## src/rtl/seq_div16.sv

```systemverilog
// ============================================================================
// seq_div16 - sequential unsigned restoring divider, 16-bit / 8-bit.
//
// Produces one quotient bit per clock. An operation takes 16 iteration cycles
// after the accepting edge. A zero divisor completes at once with an all-ones
// quotient, r = a[7:0] and dbz set. For a valid divisor the result satisfies
// a == q*b + r with r < b.
//
// Ports:
//   clk    in   1   rising-edge clock
//   rst_n  in   1   asynchronous active-low reset, clears all state
//   start  in   1   request a division; sampled only while idle
//   a      in  16   dividend, captured on the accepting edge
//   b      in   8   divisor, captured on the accepting edge
//   busy   out  1   high while iterations are in progress
//   done   out  1   one-cycle completion pulse; q, r, dbz valid in that cycle
//   dbz    out  1   divide-by-zero flag of the last completed operation
//   q      out 16   quotient, held until the next completion
//   r      out  8   remainder, held until the next completion
// ============================================================================
module seq_div16 (
    input  logic        clk,
    input  logic        rst_n,
    input  logic        start,
    input  logic [15:0] a,
    input  logic [7:0]  b,
    output logic        busy,
    output logic        done,
    output logic        dbz,
    output logic [15:0] q,
    output logic [7:0]  r
);

    typedef enum logic {
        IDLE = 1'b0,
        RUN  = 1'b1
    } state_t;

    state_t      state;
    state_t      state_nx;

    logic [15:0] dvd;      // dividend shift register
    logic [7:0]  dvs;      // latched divisor
    logic [8:0]  pr;       // partial remainder, one spare bit for the compare
    logic [15:0] quo;      // quotient shift register
    logic [3:0]  cnt;      // iterations remaining after the current one

    logic        accept;   // valid division accepted this edge
    logic        zero_div; // divide-by-zero request completes this edge
    logic        finish;   // last iteration happens this edge

    logic [8:0]  pr_sh;
    logic [8:0]  pr_nx;
    logic        qbit;

    // One restoring step: compare the shifted partial remainder against the
    // zero-extended divisor and subtract when it fits. Result is {qbit, pr}.
    function automatic logic [9:0] trial_sub(input logic [8:0] pr_in,
                                             input logic [7:0] div_in);
        logic [8:0] div_ext;
        div_ext = {1'b0, div_in};
        if (pr_in >= div_ext) begin
            trial_sub = {1'b1, pr_in - div_ext};
        end else begin
            trial_sub = {1'b0, pr_in};
        end
    endfunction

    assign pr_sh          = {pr[7:0], dvd[15]};
    assign {qbit, pr_nx}  = trial_sub(pr_sh, dvs);
    assign busy           = (state == RUN);

    always_ff @(posedge clk or negedge rst_n) begin
        if (!rst_n) begin
            state <= IDLE;
        end else begin
            state <= state_nx;
        end
    end

    always_comb begin
        state_nx = state;
        accept   = 1'b0;
        zero_div = 1'b0;
        finish   = 1'b0;
        case (state)
            IDLE: begin
                if (start) begin
                    if (b != 8'd0) begin
                        accept   = 1'b1;
                        state_nx = RUN;
                    end else begin
                        zero_div = 1'b1;
                    end
                end
            end
            RUN: begin
                if (cnt == 4'd0) begin
                    finish   = 1'b1;
                    state_nx = IDLE;
                end
            end
            default: state_nx = IDLE;
        endcase
    end

    always_ff @(posedge clk or negedge rst_n) begin
        if (!rst_n) begin
            dvd  <= '0;
            dvs  <= '0;
            pr   <= '0;
            quo  <= '0;
            cnt  <= '0;
            done <= 1'b0;
            dbz  <= 1'b0;
            q    <= '0;
            r    <= '0;
        end else begin
            done <= finish | zero_div;

            if (accept) begin
                dvd <= a;
                dvs <= b;
                pr  <= '0;
                quo <= '0;
                cnt <= 4'd15;
            end

            if (state == RUN) begin
                dvd <= {dvd[14:0], 1'b0};
                pr  <= pr_nx;
                quo <= {quo[14:0], qbit};
                if (!finish) begin
                    cnt <= cnt - 4'd1;
                end
            end

            // The final quotient bit and remainder come from this edge's step,
            // so the outputs take the freshly computed values directly.
            if (finish) begin
                q   <= {quo[14:0], qbit};
                r   <= pr_nx[7:0];
                dbz <= 1'b0;
            end

            if (zero_div) begin
                q   <= 16'hFFFF;
                r   <= a[7:0];
                dbz <= 1'b1;
            end
        end
    end

endmodule

```

## config.mk

```make
export PLATFORM = sky130hd
export DESIGN_NAME = seq_div16
export DESIGN_NICKNAME = d
export VERILOG_FILES = /design/src/rtl/seq_div16.sv
export SDC_FILE = /design/constraint.sdc
export NUM_CORES = 1
export LEC_CHECK = 0
export ABC_CLOCK_PERIOD_IN_PS = 3500
export CAP_MARGIN = 5
export CORE_UTILIZATION = 40
export DETAILED_ROUTE_END_ITERATION = 10
export PLACE_DENSITY = 0.65
export SLEW_MARGIN = 20
export SYNTH_ARGS = -nofsm -noshare
export SYNTH_HDL_FRONTEND = slang
export SYNTH_SLANG_ARGS = --single-unit
```

## constraint.sdc

```tcl
create_clock -name clk -period 3.5 [get_ports clk]
set_input_delay 0.875 -clock clk [delete_from_list [all_inputs] [get_ports clk]]
set_output_delay 0.875 -clock clk [all_outputs]
set_load 0.01 [all_outputs]
```

# Word-level counts from Yosys, hierarchy flattened
# Cells that the tools add are included.
# W data, S select, Z words.
# word_totals
ff_bits,78
in_bits,27
output_inout_bits,27
elab_cells,45
# op_classes
n_addsub,2
order_cmp,1
n_mux,26
bitwise,2
n_reduce_logical,4
# ops
op,count
$mux W16,4
$mux W8,4
$mux W15,2
$mux W4,3
$mux W1,11
$mux W10,1
$ge A9 B8 Y1,1
$sub A9 B8 Y9,1
$reduce_bool A8 Y1,1
$logic_not A4 Y1,1
$reduce_bool A2 Y1,2
$sub A4 B1 Y4 const B,1
$pmux W1 S2,1
$not A1 Y1,1
$or A1 B1 Y1,1

# Depth between registers and ports, before layout
# logic_depth
depth_word,7
depth_mapped,9
depth_no_buf,9

# Worst setup path after synthesis
# No wires, ideal clock.
# synth_path
path_type,register to register
from,register dvd[15]
to,register r[4]
setup_time_ns,0.126
t_arrival_ns,2.075
t_required_ns,3.374
setup_slack_ns,1.299
stages_incl_launch_ff,10
period_less_slack_ns,2.201
cell_sequence,dfrtp_1 > inv_1 > ha_1 > inv_1 > fa_1 > a211oi_1 > nor2_1 > xor2_1 > mux2_4 > a221o_1
# synth_between
elab_chain_cells,4
elab_cells_between_ends,5
# synth_lines
item,line_no,source
"start, declared",42,logic [15:0] dvd;
"start signal, assigned",130,"dvd <= {dvd[14:0], 1'b0};"
$sub A9 B8 Y9 or $ge A9 B8 Y1 (tied branches),"63, 62",
$mux W10 *,62,if (pr_in >= div_ext) begin
$mux W8 *,140,if (finish) begin
$mux W8 *,146,if (zero_div) begin
"end signal, assigned",142,r <= pr_nx[7:0];
"end signal, assigned",148,r <= a[7:0];
"end, declared",31,output logic [7:0] r
# Every way passes the cells marked *; elsewhere a longest branch is shown, timed or not. The select of a mux whose other input is x is not followed.
# A chain may end at the register's enable or synchronous reset.

# Final worst setup path
# layout_path
from,register dvd[15]
to,register pr[6]
# layout_between
elab_chain_cells,3
elab_cells_between_ends,4
# layout_lines
item,line_no,source
$sub A9 B8 Y9 or $ge A9 B8 Y1 (tied branches),"63, 62",
$mux W10 *,62,
$mux W8 *,129,if (state == RUN) begin
"end signal, assigned",131,pr <= pr_nx;
"end, declared",44,logic [8:0] pr;
# Every way passes the cells marked *; elsewhere a longest branch is shown, timed or not.

==> metrics.md <==
| Metric | Value |
|---|---|
| Pwr per Cell Area | 1010 nW/um2 |
| Post-route setup TNS | 0 ns |
| Met3 Wirelength | 322 um |
| Most used DFF post-synth | dfrtp_1 |
| FFs w/ async S/R, synth | 1.00 |
| Layout cell share with drive strength beyond 1 | 0.0807 |
| Seq/Total Area, Yosys | 0.530 |
| Buf+Inv Stages, Crit Path | 2 |
| Worst Max-Slew Pin Slew | 0.986 ns |
| IO Port Bufs | 53 |
| H-tree depth | 3 |
| Post-Synth Adder-Cell Area | 0.0394 |
| Final min period | 2.82 ns |
| Final setup viols | 0 |
| Num ports | 54 |
| Post-DRT Antenna Nets | 0 |
| Fillers | 800 |
| R2R Setup Slk | 0.68 ns |
| Largest stage delay, worst path | 0.73 ns |
| CP Launch Type | register |
| Via count | 2824 |
| Storage element area | 1950 um2 |
| Ant. Diodes | 0 |
| Worst relative slew slack | 0.343 |
| GP Congestion | 0.919 |
| Clk Latency, worst-skew pair | 0.34 ns |
| Largest cells by area after synthesis | dfrtp_1, nand2_1, o21ai_0 |
| Clock Tree Buf Depth | 2 |
| Failing checks | design-rule violations |
| Crit-path cells | inv_1 -> ha_1 -> inv_1 -> fa_1 -> a211oi_1 -> o41ai_1 -> o41ai_1 -> o221ai_1 |
| Net count, final | 442 |
| Most common cell in the netlist | dfrtp_1 |
| Post-Synth Simple-Gate Area | 0.129 |
| CTS root buf | clkbuf_8 |
| Routed WL per cell | 15.6 um |
| Post-CTS setup buffers | 0 |
| Die ar. | 9590 um2 |
| Initial antenna violation count | 0 |
| Vias in the first global route | 2741 |
| Kind of critical path | reg -> reg |
| Synth unique cells | 46 |
| Top Layer Used | met4 |
| Met1 WL | 3.90 mm |
| Area Overhead vs Synth | 22.6% |
| Core Region | 8810 um2 |
| Clock Sinks | 78 |
| Die X | 97.9 um |
| Starting density of the core | 0.418 |
| Detailed Routing Iterations Pass 1 | 7 |
| RR Startpoint | dvd[15]$_DFFE_PN0P_ |
| Syn Std Cell Area | 3680 um2 |
| FMAX | 0.355 GHz |
| Max cap viols | 0 |
| Post-synthesis xor/xnor area fraction | 0.00952 |
| Finished Cell Area | 4510 um2 |
| Main combinational cell family by area after synthesis | compound AO/OA/AOI/OAI gates |
| Number of synthesized flops with an enable pin | 0 |
| Remaining global-route overflow | 0 |
| Placed wire-length estimate | 5.43 mm |
| DR vias/cell | 5.46 |
| Yosys reg bits | 78 |
| Reg2Reg Depth | 8 |
| Worst path slowest cell | o41ai_1 |
| Largest net degree at the start of global routing | 79 |
| Post-CTS Hold Fix Bufs | 0 |
| WP data required | 3.69 ns |
| Post-synth top area share | 0.530 |
| Final wirelength | 8.08 mm |
| Peak VDD IR | 0.000323 V |
| Cells after Synth | 354 |
| RR Endpoint | pr[6]$_DFFE_PN0P_ |
| Met2 WL | 3.67 mm |
| Compound-Gate Fraction of Synth Area | 0.182 |
| Iter 0 DRT Violations | 146 |
| Critical path origin | dvd[15]$_DFFE_PN0P_ |
| Outcome | complete, but fails checks |
| HP Class | reg -> reg |
| Reg clk slew, reported paths | 0.09 ns |
| RSZ-0062 raised after global routing | no |
| Synth top cells by count | dfrtp_1, nand2_1, o21ai_0 |
| Post-CTS sizing | 0 |
| Mux cell area share after synthesis | 0.0663 |
| Syn nets | 392 |
| Max FO, Critical Path | 3 |
| Total Power | 4.57 mW |
| Area of the multi-input gates | 1570 um2 |
| Lkg Pwr | 2.02 nW |
| Final Slew Violations | 0 |
| Family with the most delay on the worst path | compound AO/OA/AOI/OAI gates |
| Final Hold Violating Endpoints | 0 |
| Syn Area/Cell | 10.4 um2 |
| Drc violations | 4 |
| Critical path depth | 8 |
| Area leader, netlist | dfrtp_1 |
| Vert. Die Dim | 97.9 um |
| CTS tree | yes |
| Global-route wire length before repair | 13.5 mm |
| Cell Area, Placed | 4290 um2 |
| CP Capture Point | pr[6]$_DFFE_PN0P_ |
| Yosys warns | 0 |
| Total CTS buffers | 9 |
| Maximum clock skew at final layout | 0.0134 ns |
| Crit path DAT | 3.01 ns |
| Tcrit/Tclk final | 0.805 |
| Crit. End Element | register |
| GRT Overall Usage | 0.180 |
| Cell Rows | 34 |
==> power breakdown <==
part | switching [mW] | total [mW] | internal (mW)
sequential | 0.297 | 1.63 | 1.34
clock | 0.341 | 0.748 | 0.407
combinational | 1.11 | 2.19 | 1.08
total | 1.75 | 4.57 | 2.82
==> stage by stage <==
step	hold WS (ns)	worst slack [ns]	util	cells
2_1_floorplan	0.449	1.30	-	354
3_3_place_gp	0.466	0.468	0.487	501
3_5_place_dp	0.473	0.368	0.487	501
4_1_cts	0.489	0.751	0.512	517
5_1_grt	0.517	0.563	0.512	517
6_report	0.482	0.683	0.512	517
==> cell usage in the layout (no fill, tap or decap), drive strengths merged, types with 5 or more instances in the layout <==
cell type      netlist  final
o22a                16     16
buf                 10      7
mux2                 5      5
mux2i               18     18
a21oi                8      8
clkdlybuf4s50        0     52
clkbuf              10     10
and3                 9      9
dfrtp               78     78
ha                  10     10
inv                 16     17
o21ai               47     47
nor2                 8      8
nand2               69     69
==> area by class of cell <==
type                            instances  area share
Sequential cell                        78       0.433
Multi-Input combinational cell        240       0.348
Timing Repair Buffer                   59       0.127
Tap cell                              108      0.0300
Clock buffer                           10      0.0283
Clock inverter                          6      0.0208
Inverter                               16      0.0133
==> routing by layer <==
| metal | vias to the layer above | global-route usage |
|---|---|---|
| li1 | 1355 | - |
| met1 | 1388 | 0.247 |
| met2 | 67 | 0.283 |
| met3 | 14 | 0.0258 |
| met4 | 0 | 0.0816 |
| met5 | - | 0 |
==> worst min-delay path by stage <==
stage | start | end | depth (start not counted)
2_1_floorplan | pr[7]$_DFFE_PN0P_ | pr[7]$_DFFE_PN0P_ | 2
3_3_place_gp | pr[7]$_DFFE_PN0P_ | pr[7]$_DFFE_PN0P_ | 2
3_5_place_dp | dvd[4]$_DFFE_PN0P_ | dvd[5]$_DFFE_PN0P_ | 2
4_1_cts | cnt[3]$_DFF_PN0_ | cnt[3]$_DFF_PN0_ | 1
5_1_grt | dvd[10]$_DFFE_PN0P_ | dvd[11]$_DFFE_PN0P_ | 2
6_report | cnt[3]$_DFF_PN0_ | cnt[3]$_DFF_PN0_ | 1
==> worst reg2reg max path, cell delays in order, from the launching register on <==
cell      delay (ns)
dfrtp_1         0.39
inv_1           0.12
ha_1            0.20
inv_1           0.06
fa_1            0.40
a211oi_1        0.43
o41ai_1         0.15
o41ai_1         0.73
o221ai_1        0.19
==> sequential cells by signal, summed over array words and instances, names as in the netlist <==
name,cells
quo,15
cnt,4
q,16
done,1
busy,1
pr,8
dvs,8
dvd,16
r,8
dbz,1
==> cells by family (layout without fill, tap and decap cells) <==
group	Yosys count	in the layout
AOI/OAI and AO/OA	97	97
and+or+nand+nor	105	105
xor gates and xnor gates	4	4
muxes	23	23
buffers and inverters	36	91
DFF	78	78
adders and majority gates	11	11
Note: power is estimated with default switching activity, not from simulation.
